**src/rtl/sweep_pkg.sv**
```systemverilog
// Shared types and constants for the up/down sweep controller.
// Holds the FSM state enum plus mode and direction encodings.
package sweep_pkg;

    typedef enum logic [1:0] {
        IDLE = 2'd0,
        HOLD = 2'd1,
        DONE = 2'd2
    } state_t;

    localparam logic MODE_SINGLE = 1'b0;
    localparam logic MODE_BOUNCE = 1'b1;

    localparam logic DIR_UP   = 1'b0;
    localparam logic DIR_DOWN = 1'b1;

endpackage

```
**src/rtl/sweep_dwell_timer.sv**
```systemverilog
// Dwell down-counter: load, stall when en is low, zero flag.
// Ports: clk, rst, load, load_val, en -> zero.
module sweep_dwell_timer #(
    parameter int DWELL_W = 4
) (
    input  logic               clk,
    input  logic               rst,
    input  logic               load,
    input  logic [DWELL_W-1:0] load_val,
    input  logic               en,
    output logic               zero
);

    logic [DWELL_W-1:0] cnt;

    always_ff @(posedge clk or posedge rst) begin
        if (rst) begin
            cnt <= '0;
        end else if (load) begin
            cnt <= load_val;
        end else if (en && (cnt != '0)) begin
            cnt <= cnt - 1'b1;
        end
    end

    assign zero = (cnt == '0);

endmodule

```
**src/rtl/updown_sweep_ctrl.sv**
```systemverilog
// Command-driven up/down sweep sequencer with dwell, pause, abort.
// Ports: cmd_* handshake in, pause/abort in -> count, busy, done.
module updown_sweep_ctrl
    import sweep_pkg::*;
#(
    parameter int WIDTH   = 8,
    parameter int DWELL_W = 4
) (
    input  logic               clk,
    input  logic               rst,
    input  logic               cmd_valid,
    output logic               cmd_ready,
    input  logic [WIDTH-1:0]   cmd_start,
    input  logic [WIDTH-1:0]   cmd_end,
    input  logic [DWELL_W-1:0] cmd_dwell,
    input  logic               cmd_mode,
    input  logic               pause,
    input  logic               abort,
    output logic [WIDTH-1:0]   count,
    output logic               busy,
    output logic               done
);

    localparam logic [WIDTH-1:0] ONE = WIDTH'(1);

    state_t state_q;
    state_t state_d;

    logic [WIDTH-1:0]   count_q;
    logic [WIDTH-1:0]   target_q;
    logic [WIDTH-1:0]   origin_q;
    logic [DWELL_W-1:0] dwell_q;
    logic               dir_q;
    logic               mode_q;
    logic               leg_q;

    logic             accept;
    logic             run;
    logic             at_tgt;
    logic             turn;
    logic             step;
    logic             finish;
    logic             dwell_zero;
    logic             step_dir;
    logic [WIDTH-1:0] step_val;

    assign accept = (state_q == IDLE) && cmd_valid;
    assign run    = (state_q == HOLD) && !pause && !abort;
    assign at_tgt = (count_q == target_q);

    // Bounce turnaround: only on the first leg and only if there
    // is somewhere to go back to.
    assign turn   = (mode_q == MODE_BOUNCE) && !leg_q
                    && (origin_q != target_q);
    assign step   = run && dwell_zero && (!at_tgt || turn);
    assign finish = run && dwell_zero && at_tgt && !turn;

    // At the turnaround the step already heads back toward origin,
    // so the end value is not repeated.
    assign step_dir = at_tgt ? ~dir_q : dir_q;
    assign step_val = (step_dir == DIR_UP) ? count_q + ONE
                                           : count_q - ONE;

    sweep_dwell_timer #(
        .DWELL_W (DWELL_W)
    ) u_dwell (
        .clk      (clk),
        .rst      (rst),
        .load     (accept || step),
        .load_val (accept ? cmd_dwell : dwell_q),
        .en       (run),
        .zero     (dwell_zero)
    );

    always_ff @(posedge clk or posedge rst) begin
        if (rst) begin
            state_q <= IDLE;
        end else begin
            state_q <= state_d;
        end
    end

    always_comb begin
        state_d = state_q;
        unique case (state_q)
            IDLE: begin
                if (accept) begin
                    state_d = HOLD;
                end
            end
            HOLD: begin
                if (abort) begin
                    state_d = IDLE;
                end else if (finish) begin
                    state_d = DONE;
                end
            end
            DONE: begin
                state_d = IDLE;
            end
            default: begin
                state_d = IDLE;
            end
        endcase
    end

    always_comb begin
        cmd_ready = (state_q == IDLE);
        busy      = (state_q == HOLD);
        done      = (state_q == DONE);
    end

    always_ff @(posedge clk or posedge rst) begin
        if (rst) begin
            count_q  <= '0;
            target_q <= '0;
            origin_q <= '0;
            dwell_q  <= '0;
            dir_q    <= DIR_UP;
            mode_q   <= MODE_SINGLE;
            leg_q    <= 1'b0;
        end else if (accept) begin
            count_q  <= cmd_start;
            target_q <= cmd_end;
            origin_q <= cmd_start;
            dwell_q  <= cmd_dwell;
            dir_q    <= (cmd_end >= cmd_start) ? DIR_UP : DIR_DOWN;
            mode_q   <= cmd_mode;
            leg_q    <= 1'b0;
        end else if (step) begin
            count_q <= step_val;
            if (at_tgt) begin
                target_q <= origin_q;
                dir_q    <= ~dir_q;
                leg_q    <= 1'b1;
            end
        end
    end

    assign count = count_q;

endmodule

```
**config.mk**
```make
export PLATFORM = sky130hd
export DESIGN_NAME = updown_sweep_ctrl
export DESIGN_NICKNAME = d
export VERILOG_FILES = /design/src/rtl/sweep_pkg.sv /design/src/rtl/sweep_dwell_timer.sv /design/src/rtl/updown_sweep_ctrl.sv
export SDC_FILE = /design/constraint.sdc
export NUM_CORES = 1
export LEC_CHECK = 0
export BUFFER_PORTS_ARGS = -buffer_cell sky130_fd_sc_hd__buf_2
export CAP_MARGIN = 25
export CELL_PAD_IN_SITES_DETAIL_PLACEMENT = 0
export CELL_PAD_IN_SITES_GLOBAL_PLACEMENT = 1
export CORE_ASPECT_RATIO = 1.25
export CORE_UTILIZATION = 45
export CTS_CLUSTER_SIZE = 16
export DETAILED_ROUTE_END_ITERATION = 10
export PLACE_DENSITY_LB_ADDON = 0.1
export SLEW_MARGIN = 25
export SYNTH_ARGS = -nofsm -noshare
export SYNTH_HDL_FRONTEND = slang
export SYNTH_SLANG_ARGS = --single-unit
export TNS_END_PERCENT = 1
```
**constraint.sdc**
```tcl
create_clock -name clk -period 9.85 [get_ports clk]
set_clock_uncertainty 0.2 [all_clocks]
set_input_delay 1.4775 -clock clk [delete_from_list [all_inputs] [get_ports clk]]
set_output_delay 1.4775 -clock clk [all_outputs]
set_load 0.1 [all_outputs]
```
* Word-level counts from Yosys, hierarchy flattened
Index checks and enable logic that the tools add are counted.
** Word-level totals
- Register bits after elaboration :: 37
- Bits in latches :: 0
- Memory bits (writable) :: 0
- Memory bits (read-only) :: 0
- Input port bits :: 26
- Logic and storage cells :: 65
- Memories :: 0
** Cells by class
- Add/sub/neg operators :: 3
- $mul :: 0
- Div/mod/pow operators :: 0
- $lt $le $gt $ge :: 1
- Equal/unequal tests :: 6
- Shifts and indexed selects :: 0
- Muxes and demuxes :: 20
- Bitwise logic cells :: 1
- Reduce and logical (&&, ||, !) cells :: 25
** Operator list (number)
- 8-bit 2-to-1 mux :: 6
- 4-bit 2-to-1 mux :: 3
- 1-bit logical AND :: 10
- 8-bit by 1-bit adder with 8-bit output, second input constant :: 1
- 8-bit == test :: 1
- 8-bit greater-or-equal comparator :: 1
- 8-bit != test :: 1
- 8-bit by 1-bit subtractor with 8-bit output, second input constant :: 1
- 1-bit 2-to-1 mux :: 7
- 2-bit 2-to-1 mux :: 3
- 2-bit nonzero test :: 3
- 1-bit zero test :: 5
- 4-bit zero test :: 1
- 2-bit case mux with 2 select lines :: 1
- 2-bit AND reduction :: 2
- 4-bit nonzero test :: 1
- 4-bit by 1-bit subtractor with 4-bit output, second input constant :: 1
- 3-bit by 2-bit != test with 1-bit output, second input constant :: 1
- 2-bit by 1-bit == test with 1-bit output, second input constant :: 1
- 2-bit == test, second input constant :: 1
- 2-bit zero test :: 1
- 1-bit logical OR :: 2
- 2-bit by 1-bit != test with 1-bit output, second input constant :: 1
- 1-bit NOT :: 1

* Longest topological paths before layout
Gate-level depths: netlist of the first run.
- Depth in word-level cells :: 9
- Depth in mapped cells :: 11
- Depth with buffers taken out :: 11

* Hierarchy
A second synthesis of the first run with hierarchy kept.
** Unflattened totals
- Cell total of the unflattened synthesis :: 250
- Area, all modules :: 2326.0 um2
** Modules (own cells, without submodules)
- updown_sweep_ctrl :: instances 1, cells an instance 222, area an instance 2064.5 um2, seq. area each 825.8 um2
- sweep_dwell_timer :: instances 1, cells an instance 28, area an instance 261.5 um2, seq. area each 100.1 um2

* Worst setup path after synthesis of the first run
No wires, ideal clock.
- Path type :: reg2reg
- Start point :: register count_q[1] (netlist: count[1])
- End point :: register count_q[7] (netlist: count[7])
- Arrival :: 3.560 ns
- Data required time :: 9.523 ns
- Slack :: 5.963 ns
- Cell stages (with the launch flop) :: 12
- Path buffers :: 0
- Clock period less this slack :: 3.887 ns
- Cell sequence :: dfrtp_1 xor2_1 nor4_2 nand2_1 xnor2_1 ha_1 a21oi_1 o21ai_0 o211a_1 o41ai_1 xor2_1 a221o_1
** Between the ends
- Longest elaborated chain between the ends :: 5
- Elaborated cells on any way between the ends :: 11
- Those cells by class :: add/sub: 2; eq/ne: 1; mux: 4; reduce/logical: 4
** RTL lines
- from (decl) :: RTL line updown_sweep_ctrl.sv:29 : logic [WIDTH-1:0] count_q;
- from (signal assigned) :: RTL line updown_sweep_ctrl.sv:123 : count_q <= cmd_start;
- from (signal assigned) :: RTL line updown_sweep_ctrl.sv:131 : count_q <= step_val;
- branches (longest 5 deep; another with 8-bit by 1-bit adder with 8-bit output)
Several ways; the timed one is not identified. The select of a mux whose other input is x is not followed.
A chain may end at the register's enable or synchronous reset.

* Worst setup path in the final report of the first run
Ends and elaborated chain as after synthesis.

==> impl_results.md, run 1 <==
- Status: finished, final reports clean
- Clock-pin slew on the worst setup and hold paths: 0.08 ns
- Total GRT Usage: 21.9%
- Total Die Area: 5380 sq um
- CP top delay family: compound AO/OA/AOI/OAI gates
- Largest area contributor in the netlist: dfrtp_1
- Pint: 0.386 mW
- Number of routed nets with antenna violations: 0
- Worst reg2reg startpoint: count[1]
- Syn_area_per_cell: 10.3 sq um
- CP Launch Type: flop
- CP max stage delay: 0.67 ns
- Clock Sinks: 37
- Initial antenna violation count: 0
- Most common cell in the netlist: dfrtp_1
- Netlist Area Pre-Place: 2290 sq um
- Critical-path cell with the highest stage delay: xnor2_1
- CP Max Fanout: 8
- Rows: 28
- Kind of critical path: flop to flop
- RSZ-0062 raised after global routing: false
- Final WL: 5140 um
- Hold Vio Cnt, Final: 0
- Max-cap violations: 0
- RR Endpoint: count[7]
- Core outline area: 4800 sq um
- IO Port Bufs: 36
- Hold_buf cts: 0
- Ys async rst share: 100%
- Pwr Density: 266 nW/um^2
- Critical Path Most Common Cell: xor2_1
- Largest net degree at the start of global routing: 38
- I/O pin count: 37
- Placed insts: 314
- Top-area cell type share of the netlist area: 40.5%
- Switching portion of total power: 44.8%
- Antenna fix cells: 0
- H-tree Lvls: 2
- Final weighted congestion in routability-driven placement: 0.789
- Worst r2r path cells: 11
- Die height: 81.7 um
- First-pass GRT wire length: 8540 um
- Initial DRC Count: 91
- Worst slew pin tran: 0.810 ns
- Layout area overhead: 15.0%
- Final Cell Area: 2630 sq um
- Clock latency at the later pin of the worst-skew pair: 0.29 ns
- Hold Path Class: flop to flop
- Combinational share of power: 48.2%
- Non-Filler Instances: 321
- CP startpoint: count[1]
- Vias in the first global route: 1733
- Synth unique cells: 42
- CTS tree: built
- Maximum vdd drop: 0.168 mV
- Starting Density: 47.7%
- Max clock buf depth: 2
- Fmax: 0.270 GHz
- Area after DPL: 2530 sq um
- Power Total: 0.700 mW
- Sum of buffers and inverters on the critical path: 0
- Critical-path cell list: xor2_1 -> nor4_2 -> nand2_1 -> xnor2_1 -> ha_1 -> a21oi_1 -> o21ai_0 -> o211a_1 -> o41ai_1 -> xor2_1 -> a221o_1
- Most frequent cells after synthesis: 37 x dfrtp_1, 24 x nand2_1, 19 x a21o_1
- Dpl hpwl: 3660 um
- Via/cell ratio: 5.40
- Root Driver: clkbuf_8
- Pleak: 1.39 nW
- Final Setup Violations: 0
- Syn Nets: 266
- Part of the power in registers: 33.6%
- Avg WL per Cell: 16.0 um
- Setup Buffers After CTS: 0
- R2R setup slack: 6.15 ns
- CP Data Required Time: 9.81 ns
- Max-slew violations: 0
- Crit. End Element: flop
- Residual DRC count: 0
- Critical path depth in cells: 11
- Yosys warns: 0
- TNS Setup: 0 ns
- Synthesis-stage register bit count: 37
- Number of flops mapped to enable cells by yosys: 0
- CP arrival: 3.66 ns
- Die width: 65.8 um
- Cts repair resizes: 0
- Final worst-path cycle share: 37.6%
- Rel. slew slack: 45.9%
- Final net count: 305
- Post-synthesis sequential area ratio: 40.5%
- Primary FF master, synth: dfrtp_1
- Setup crit end: count[7]
- Synth Instances: 222
- Grt ovf: 0
- CTS buffer count: 5
- Clock period minus worst slack: 3.70 ns
- Via count: 1732
- First-pass DRT Iterations: 4
- Synth area leaders: dfrtp_1 40%, ha_1 9.3%, a21o_1 6.2%, xnor2_1 5.4%, xor2_1 5.0%
- Clk pwr share: 18.3%
- Sw power: 0.314 mW
- Ratio of cells with drive above 1 in the final layout: 20.7%
-- registers in the layout (all words and copies together), names as in the netlist --
register	count
count	8
mode_q	1
origin_q	8
leg_q	1
state_q	2
dir_q	1
target_q	8
u_dwell.cnt	4
dwell_q	4
-- cell families (layout without fill, tap and decap cells) --
family | count (synthesis) | after routing | synth area share, %
buffers and inverters | 20 | 59 | 3.66
AO/OA/AOI/OAI | 52 | 52 | 17.7
multiplexers | 4 | 4 | 1.97
AND/OR/NAND/NOR | 63 | 63 | 14.7
XOR/XNOR | 28 | 28 | 11.3
flip-flops | 37 | 37 | 40.5
adder cells (fa/ha/maj) | 18 | 18 | 10.2
-- power groups by stage --
stage | combinational [mW] | sequential [mW] | clock, mW
after global placement | 0.335 | 0.237 | 0
after global routing | 0.371 | 0.240 | 0.137
after CTS | 0.341 | 0.235 | 0.131
final | 0.337 | 0.235 | 0.128
after floorplan | 0.197 | 0.310 | 0
after detailed placement | 0.336 | 0.238 | 0
-- worst min path at each step --
stage	startpoint	endpoint	slack, ns	depth (start not counted)
2_1_floorplan	dwell_q[0]	dwell_q[0]	0.23	2
3_3_place_gp	dwell_q[2]	dwell_q[2]	0.25	2
3_5_place_dp	dwell_q[1]	dwell_q[1]	0.26	2
4_1_cts	dwell_q[1]	dwell_q[1]	0.28	2
5_1_grt	dwell_q[0]	dwell_q[0]	0.31	2
6_report	dwell_q[3]	dwell_q[3]	0.28	2
-- tightest hold or removal path, stage by stage, from the launching register on --
cell and delay (ns):
dfrtp_1 0.33, nand2_1 0.04, nand2_1 0.07
-- placed cells by master (no fill, tap or decap), drive strengths merged, types with 2 or more instances in the layout --
| cell type | n |
|---|---|
| a221o | 7 |
| clkbuf | 5 |
| o21ai | 6 |
| xor2 | 13 |
| nand4 | 2 |
| ha | 17 |
| and2 | 2 |
| buf | 38 |
| inv | 14 |
| mux2 | 4 |
| xnor2 | 14 |
| nor3 | 3 |
| a22o | 8 |
| nor2 | 18 |
| a21oi | 5 |
| dfrtp | 37 |
| o21bai | 2 |
| nor4 | 3 |
| a21o | 19 |
| nor2b | 4 |
| nand2 | 25 |
-- through the flow --
stage	utilization, %	setup WS (ns)	hold slack, ns
final	54.8	6.15	0.276
after global routing	54.8	5.81	0.305
after CTS	54.8	6.11	0.283
after detailed placement	52.7	6.17	0.261
after global placement	52.7	6.26	0.253
after floorplan	-	5.96	0.234
-- layout make-up --
type	instances	area (sq um)
Fill cell	449	2170
Multi-Input combinational cell	165	1280
Sequential cell	37	926
Timing Repair Buffer	38	195
Tap cell	60	75.1
Clock buffer	5	68.8
Inverter	14	52.6
Clock inverter	2	35.0
-- layer usage --
metal | share of wire [%] | track usage, %
met5 | 0 | 0
met2 | 51 | 37.7
met4 | 0.70 | 5.22
met3 | 2.9 | 4.17
met1 | 45 | 28.0
No activity file was read; power rests on OpenSTA's default activity.
==> run 2: changes to the inputs <==
--- a/config.mk
+++ b/config.mk
@@ -5,12 +5,13 @@
 export SDC_FILE = /design/constraint.sdc
 export NUM_CORES = 1
 export LEC_CHECK = 0
+export ABC_AREA = 1
 export BUFFER_PORTS_ARGS = -buffer_cell sky130_fd_sc_hd__buf_2
 export CAP_MARGIN = 25
 export CELL_PAD_IN_SITES_DETAIL_PLACEMENT = 0
 export CELL_PAD_IN_SITES_GLOBAL_PLACEMENT = 1
 export CORE_ASPECT_RATIO = 1.25
-export CORE_UTILIZATION = 45
+export CORE_UTILIZATION = 42
 export CTS_CLUSTER_SIZE = 16
 export DETAILED_ROUTE_END_ITERATION = 10
 export PLACE_DENSITY_LB_ADDON = 0.1
==> constraint.sdc (replaced) <==
create_clock -name clk -period 3.5 [get_ports clk]
set_clock_uncertainty 0.2 [all_clocks]
set_input_delay 0.525 -clock clk [delete_from_list [all_inputs] [get_ports clk]]
set_output_delay 0.525 -clock clk [all_outputs]
set_load 0.1 [all_outputs]
==> run 2 against run 1 <==
Compared with the run above: power grew to 2.7 times the previous value; cell area increased by 10%; core utilization fell by 5.3 points; first-iteration DRC count is 9.9% lower; final cell count is 45% higher; critical endpoint is now count[5]; largest power group unchanged.
==> impl_results.md, run 2 <==
- CTS buffer count: 5 (unchanged)
- Setup Buffers After CTS: 0 (unchanged)
- Final worst-path cycle share: 83.1% (was 37.6%)
- Dpl hpwl: 4600 um (was 3660 um)
- Via count: 2196 (was 1732)
- CP Data Required Time: 3.48 ns (was 9.81 ns)
- Number of flops mapped to enable cells by yosys: 0 (unchanged)
- Syn_area_per_cell: 7.50 sq um (was 10.3 sq um)
- Initial DRC Count: 82 (was 91)
- First-pass DRT Iterations: 4 (unchanged)
- Status: finished, final reports clean (unchanged)
- Syn Nets: 386 (was 266)
- CP arrival: 2.89 ns (was 3.66 ns)
- Pleak: 1.60 nW (was 1.39 nW)
- Commonest cells after routing, fill and taps aside: 109 x nand2_1, 49 x inv_1, 37 x dfrtp_1 (was 37 x dfrtp_1, 36 x buf_2, 24 x nand2_1)
- CP startpoint: count[7] (was count[1])
- Crit. End Element: flop (unchanged)
- Top-area cell type share of the netlist area: 36.1% (was 40.5%)
- Max-slew violations: 0 (unchanged)
- Final WL: 5990 um (was 5140 um)
- Ratio of cells with drive above 1 in the final layout: 19.6% (was 20.7%)
- Largest area contributor in the netlist: dfrtp_1 (unchanged)
- Synth area leaders: dfrtp_1 36%, nand2_1 16%, ha_1 8.3%, inv_1 7.2%, xnor2_1 4.1% (was dfrtp_1 40%, ha_1 9.3%, a21o_1 6.2%, xnor2_1 5.4%, xor2_1 5.0%)
- Final net count: 425 (was 305)
- Max-cap violations: 0 (unchanged)
- Layout area overhead: 13.0% (was 15.0%)
- Starting Density: 43.8% (was 47.7%)
- Root Driver: clkbuf_8 (unchanged)
- Most frequent cells after synthesis: 109 x nand2_1, 49 x inv_1, 37 x dfrtp_1 (was 37 x dfrtp_1, 24 x nand2_1, 19 x a21o_1)
- Synthesis-stage register bit count: 37 (unchanged)
- First-pass GRT wire length: 10200 um (was 8540 um)
- RSZ-0062 raised after global routing: false (unchanged)
- Rel. slew slack: 66.7% (was 45.9%)
- Kind of critical path: flop to flop (unchanged)
- Worst slew pin tran: 0.499 ns (was 0.810 ns)
- Die height: 89.4 um (was 81.7 um)
- Critical-path cell with the highest stage delay: dfrtp_1 (was xnor2_1)
- Hold Path Class: primary input to asynchronous set/reset pin (was flop to flop)
- Initial antenna violation count: 0 (unchanged)
- Final weighted congestion in routability-driven placement: 0.799 (was 0.789)
- Total GRT Usage: 21.1% (was 21.9%)
- Clock Sinks: 37 (unchanged)
- Final Setup Violations: 0 (unchanged)
- Die width: 71.9 um (was 65.8 um)
- Ys async rst share: 100% (unchanged)
- Hold_buf cts: 0 (unchanged)
- Worst reg2reg startpoint: count[7] (was count[1])
- IO Port Bufs: 36 (unchanged)
- Total Die Area: 6420 sq um (was 5380 sq um)
- Clock-pin slew on the worst setup and hold paths: 0.08 ns (about the same)
- Rows: 31 (was 28)
- Via/cell ratio: 4.73 (was 5.40)
- Core outline area: 5860 sq um (was 4800 sq um)
- Post-synthesis sequential area ratio: 36.1% (was 40.5%)
- Grt ovf: 0 (unchanged)
- H-tree Lvls: 2 (unchanged)
- Worst r2r path cells: 15 (was 11)
- Clock period minus worst slack: 2.91 ns (was 3.70 ns)
- Placed insts: 456 (was 314)
- Synth Instances: 342 (was 222)
- Clock latency at the later pin of the worst-skew pair: 0.29 ns (about the same)
- Max clock buf depth: 2 (unchanged)
- I/O pin count: 37 (unchanged)
- Largest net degree at the start of global routing: 38 (unchanged)
- Vias in the first global route: 2212 (was 1733)
- Commonest non-fill, non-tap cell in the layout: nand2_1 (was dfrtp_1)
- Critical-path cell list: xnor2_1 -> nand2_1 -> nor2_2 -> nand2_2 -> nand2_1 -> nand2_1 -> inv_1 -> ha_1 -> nand3_1 -> nand3_1 -> nand2_1 -> o21ai_0 -> or2_2 -> nand3_1 -> nand3_1 (was xor2_1 -> nor4_2 -> nand2_1 -> xnor2_1 -> ha_1 -> a21oi_1 -> o21ai_0 -> o211a_1 -> o41ai_1 -> xor2_1 -> a221o_1)
- Cts repair resizes: 0 (unchanged)
- Yosys warns: 0 (unchanged)
- Primary FF master, synth: dfrtp_1 (unchanged)
- Antenna fix cells: 0 (unchanged)
- Hold Vio Cnt, Final: 0 (unchanged)
- Non-Filler Instances: 464 (was 321)
- Pwr Density: 654 nW/um^2 (was 266 nW/um^2)
- R2R setup slack: 0.59 ns (was 6.15 ns)
- Residual DRC count: 0 (unchanged)
- CTS tree: built (unchanged)
- Avg WL per Cell: 12.9 um (was 16.0 um)
- Number of routed nets with antenna violations: 0 (unchanged)
- Most common cell in the netlist: nand2_1 (was dfrtp_1)
- RR Endpoint: count[5] (was count[7])
- Fmax: 0.344 GHz (was 0.270 GHz)
- Netlist Area Pre-Place: 2560 sq um (was 2290 sq um)
- CP Launch Type: flop (unchanged)
- CP max stage delay: 0.45 ns (was 0.67 ns)
- Synth unique cells: 37 (was 42)
- Maximum vdd drop: 0.331 mV (was 0.168 mV)
- CP Max Fanout: 8 (unchanged)
- Setup crit end: count[5] (was count[7])
- TNS Setup: 0 ns (unchanged)
[run 2: cell types whose count changed after synthesis, moves of 5 or more]
cell,delta
nand3_1,+19
inv_2,+5
inv_1,+35
xor2_1,-9
a221o_1,-7
o21ai_0,+12
nand2_1,+85
a22o_1,-8
a21o_1,-19
[run 2: cell families after synthesis]
family | after synthesis | share of synthesized area, %
compound gates | 35 | 7.81
flops | 37 | 36.1
buf+inv | 61 | 10.0
fa+ha+maj | 18 | 9.08
simple gates | 175 | 31.5
xor+xnor | 16 | 5.47
[run 2: per-layer routing]
layer / track usage, % / up-vias / wire length (um)
li1: - / 1143 / -
met1: 24.2 / 1021 / 2630
met2: 40.6 / 27 / 3130
met3: 3.49 / 5 / 159
met4: 5.35 / 0 / 66
met5: 0 / - / 0
[run 2: worst min path at each step]
stage / endpoint / slack (ns)
after global placement: dwell_q[1] / 0.27
after global routing: count[5] / 0.21
after detailed placement: dwell_q[1] / 0.27
after CTS: target_q[2] / 0.15
final: origin_q[1] / 0.13
after floorplan: dwell_q[1] / 0.24
[run 2: cell type report]
cell class                      count  area [sq um]
Clock buffer                        6          72.6
Clock inverter                      2          10.0
Fill cell                         625          2960
Inverter                           56           218
Multi-Input combinational cell    244          1380
Sequential cell                    37           926
Tap cell                           82           103
Timing Repair Buffer               37           188
[run 2: critical path: cells and delay by family, from the launching register on]
| family | cells | cell delay [ns] |
|---|---|---|
| AND/OR/NAND/NOR | 11 | 1.26 |
| flip-flops | 1 | 0.45 |
| adder cells (fa/ha/maj) | 1 | 0.34 |
| buffers and inverters | 1 | 0.25 |
| XOR/XNOR | 1 | 0.19 |
| AO/OA/AOI/OAI | 1 | 0.10 |
[run 2: report_power, final]
group          total (mW)  switching, mW  internal, mW
logic               0.957          0.647         0.311
clock network       0.298          0.160         0.138
registers           0.639          0.105         0.534
[run 2: stage by stage]
| stage | utilization [%] | instance area (sq um) | worst slack [ns] | hold WS (ns) | power, mW |
|---|---|---|---|---|---|
| after global placement | 48.1 | 2820 | 0.681 | 0.267 | 1.61 |
| after detailed placement | 48.1 | 2820 | 0.600 | 0.268 | 1.61 |
| after CTS | 49.5 | 2900 | 0.586 | 0.153 | 1.92 |
| final | 49.5 | 2900 | 0.593 | 0.134 | 1.89 |
| after floorplan | - | 2560 | 0.265 | 0.245 | 1.41 |
| after global routing | 49.5 | 2900 | 0.240 | 0.210 | 2.07 |
==> run 3: changes to the inputs <==
--- a/config.mk
+++ b/config.mk
@@ -5,13 +5,13 @@
 export SDC_FILE = /design/constraint.sdc
 export NUM_CORES = 1
 export LEC_CHECK = 0
-export ABC_AREA = 1
+export ABC_AREA = 0
 export BUFFER_PORTS_ARGS = -buffer_cell sky130_fd_sc_hd__buf_2
 export CAP_MARGIN = 25
 export CELL_PAD_IN_SITES_DETAIL_PLACEMENT = 0
 export CELL_PAD_IN_SITES_GLOBAL_PLACEMENT = 1
 export CORE_ASPECT_RATIO = 1.25
-export CORE_UTILIZATION = 42
+export CORE_UTILIZATION = 44
 export CTS_CLUSTER_SIZE = 16
 export DETAILED_ROUTE_END_ITERATION = 10
 export PLACE_DENSITY_LB_ADDON = 0.1
==> constraint.sdc (replaced) <==
create_clock -name clk -period 2.78 [get_ports clk]
set_clock_uncertainty 0.2 [all_clocks]
set_input_delay 0.417 -clock clk [delete_from_list [all_inputs] [get_ports clk]]
set_output_delay 0.417 -clock clk [all_outputs]
set_load 0.1 [all_outputs]
==> run 3 against run 2 <==
Compared with the run above: clock-buffer cell count up 1; largest power group unchanged; the flow now finishes with violations (negative setup slack); cell area grew 7.2%; sequential share of layout area decreased by 1.3 points; critical path type unchanged.
==> impl_results.md, run 3 (synthesis results as in run 1) <==
- Pwr Density: 955 nW/um^2 (was 654 nW/um^2)
- Final WL: 5750 um (was 5990 um)
- Max-cap violations: 0 (unchanged)
- Commonest non-fill, non-tap cell in the layout: buf_4 (was nand2_1)
- GR peak layer: met2 (unchanged)
- First-pass GRT wire length: 9090 um (was 10200 um)
- Clock period minus worst slack: 3.07 ns (was 2.91 ns)
- Critical-path cell with the highest stage delay: dfrtp_4 (was dfrtp_1)
- Clock Sinks: 37 (unchanged)
- Final Cell Area: 3110 sq um (was 2900 sq um)
- Final weighted congestion in routability-driven placement: 0.825 (was 0.799)
- Clock latency at the later pin of the worst-skew pair: 0.29 ns (about the same)
- Rows: 29 (was 31)
- Vias in the first global route: 1824 (was 2212)
- Starting Density: 45.4% (was 43.8%)
- Core outline area: 5040 sq um (was 5860 sq um)
- First-pass DRT Iterations: 4 (unchanged)
- Crit. End Element: flop (unchanged)
- CTS buffer count: 5 (unchanged)
- Final Setup Violations: 5 (was 0)
- Final net count: 344 (was 425)
- Number of routed nets with antenna violations: 0 (unchanged)
- Largest net degree at the start of global routing: 38 (unchanged)
- FF/Latch Area: 951 sq um (was 926 sq um)
- Met1 Use GR: 30.0% (was 24.2%)
- Initial DRC Count: 52 (was 82)
- # fillers: 451 (was 625)
- Die width: 66.5 um (was 71.9 um)
- CP max stage delay: 0.49 ns (was 0.45 ns)
- CP Launch Type: flop (unchanged)
- Worst slew pin tran: 0.634 ns (was 0.499 ns)
- Pleak: 1.61 nW (was 1.60 nW)
- Residual DRC count: 0 (unchanged)
- Hold_buf cts: 0 (unchanged)
- Placed insts: 349 (was 456)
- Kind of critical path: flop to flop (unchanged)
- Min setup slack post-route: -0.288 ns (was 0.593 ns)
- Final core utilization: 61.6% (was 49.5%)
- Total Die Area: 5500 sq um (was 6420 sq um)
- H-tree Lvls: 2 (unchanged)
- Via count: 1888 (was 2196)
- RSZ-0062 raised after global routing: true (was false)
- CTS tree: built (unchanged)
- Total GRT Usage: 23.3% (was 21.1%)
- Clock-pin slew on the worst setup and hold paths: 0.07 ns (was 0.08 ns)
- Root Driver: clkbuf_8 (unchanged)
- Grt ovf: 0 (unchanged)
- Max clock buf depth: 2 (unchanged)
- Multi-input gate area: 1420 sq um (was 1380 sq um)
- CP Data Required Time: 2.76 ns (was 3.48 ns)
- CP arrival: 3.05 ns (was 2.89 ns)
- CP Max Fanout: 4 (was 8)
- Fmax: 0.326 GHz (was 0.344 GHz)
- Global-route met2 utilization: 39.5% (was 40.6%)
- Commonest cells after routing, fill and taps aside: 37 x buf_4, 36 x buf_2, 29 x dfrtp_1 (was 109 x nand2_1, 49 x inv_1, 37 x dfrtp_1)
- Failing checks: negative setup slack
- Power Total: 2.97 mW (was 1.89 mW)
- Die height: 82.6 um (was 89.4 um)
- Final worst-path cycle share: 110% (was 83.1%)
- Layout area overhead: 35.7% (was 13.0%)
- Ratio of cells with drive above 1 in the final layout: 38.5% (was 19.6%)
- Max-slew violations: 0 (unchanged)
- Avg WL per Cell: 15.8 um (was 12.9 um)
- Critical-path cell list: xor2_2 -> nor4_2 -> nand2_2 -> xnor2_4 -> ha_4 -> a21oi_4 -> o21ai_2 -> o211a_1 -> o41ai_2 -> xor2_1 -> a221o_1 (was xnor2_1 -> nand2_1 -> nor2_2 -> nand2_2 -> nand2_1 -> nand2_1 -> inv_1 -> ha_1 -> nand3_1 -> nand3_1 -> nand2_1 -> o21ai_0 -> or2_2 -> nand3_1 -> nand3_1)
- Via/cell ratio: 5.20 (was 4.73)
- Status: complete, but fails checks (was finished, final reports clean)
- IO Port Bufs: 36 (unchanged)
- TNS Setup: -1.22 ns (was 0 ns)
- I/O pin count: 37 (unchanged)
- Non-Filler Instances: 363 (was 464)
- CP startpoint: count[6] (was count[7])
- Initial antenna violation count: 0 (unchanged)
- Rel. slew slack: 57.7% (was 66.7%)
- Maximum vdd drop: 0.746 mV (was 0.331 mV)
- Hold Path Class: primary input to asynchronous set/reset pin (unchanged)
- Worst reg2reg startpoint: count[6] (was count[7])
- Antenna fix cells: 0 (unchanged)
- Dpl hpwl: 4060 um (was 4600 um)
- Met3 Resource Use GR: 4.12% (was 3.49%)
- Hold Vio Cnt, Final: 0 (unchanged)
- Area after DPL: 2830 sq um (was 2820 sq um)
- Worst hold slack: 0.0220 ns (was 0.134 ns)
- Pre-CTS WS: -0.290 ns (was 0.600 ns)
run 3: metal layers:
layer	share of wire [%]	wire, um
met3	3.0	174
met2	50	2870
met5	0	0
met4	1.8	102
met1	45	2600
run 3: path summary, 6_finish.rpt:
kind	end	slack, ns	cells past startpoint
min	mode_q	0.02	3
max in group asynchronous	count[4]	1.97	3
max	count[7]	-0.29	11
max reg2reg	count[7]	-0.29	11
min reg2reg	dwell_q[3]	0.27	2
min in group clk	mode_q	0.11	3
run 3: critical path, delay by kind of cell, from the launching register on:
| kind | cells | cell delay (ns) |
|---|---|---|
| AO/OA/AOI/OAI | 5 | 0.96 |
| XOR/XNOR | 3 | 0.55 |
| adder cells (fa/ha/maj) | 1 | 0.25 |
| flip-flops | 1 | 0.49 |
| AND/OR/NAND/NOR | 2 | 0.50 |
run 3: area by class of cell:
class | count | area share (%)
clock buffer | 7 | 3.10
clock inverter | 1 | 0.161
inverter | 14 | 1.77
multi-input combinational | 165 | 45.6
sequential | 37 | 30.6
tap | 62 | 2.50
timing repair buffer | 77 | 16.2
run 3: timing repair:
item	4_1_cts	5_1_grt
setup buffers	6	1
gates resized for setup	7	15
setup endpoints to repair	4	6
pin swaps	10	12
hold endpoints to repair	0	0
run 3: power by group:
part	switching, mW	internal (mW)	total [mW]	leakage (nW)
combinational	0.960	0.766	1.73	1.10
clock	0.191	0.224	0.415	0.0542
sequential	0.130	0.695	0.825	0.449
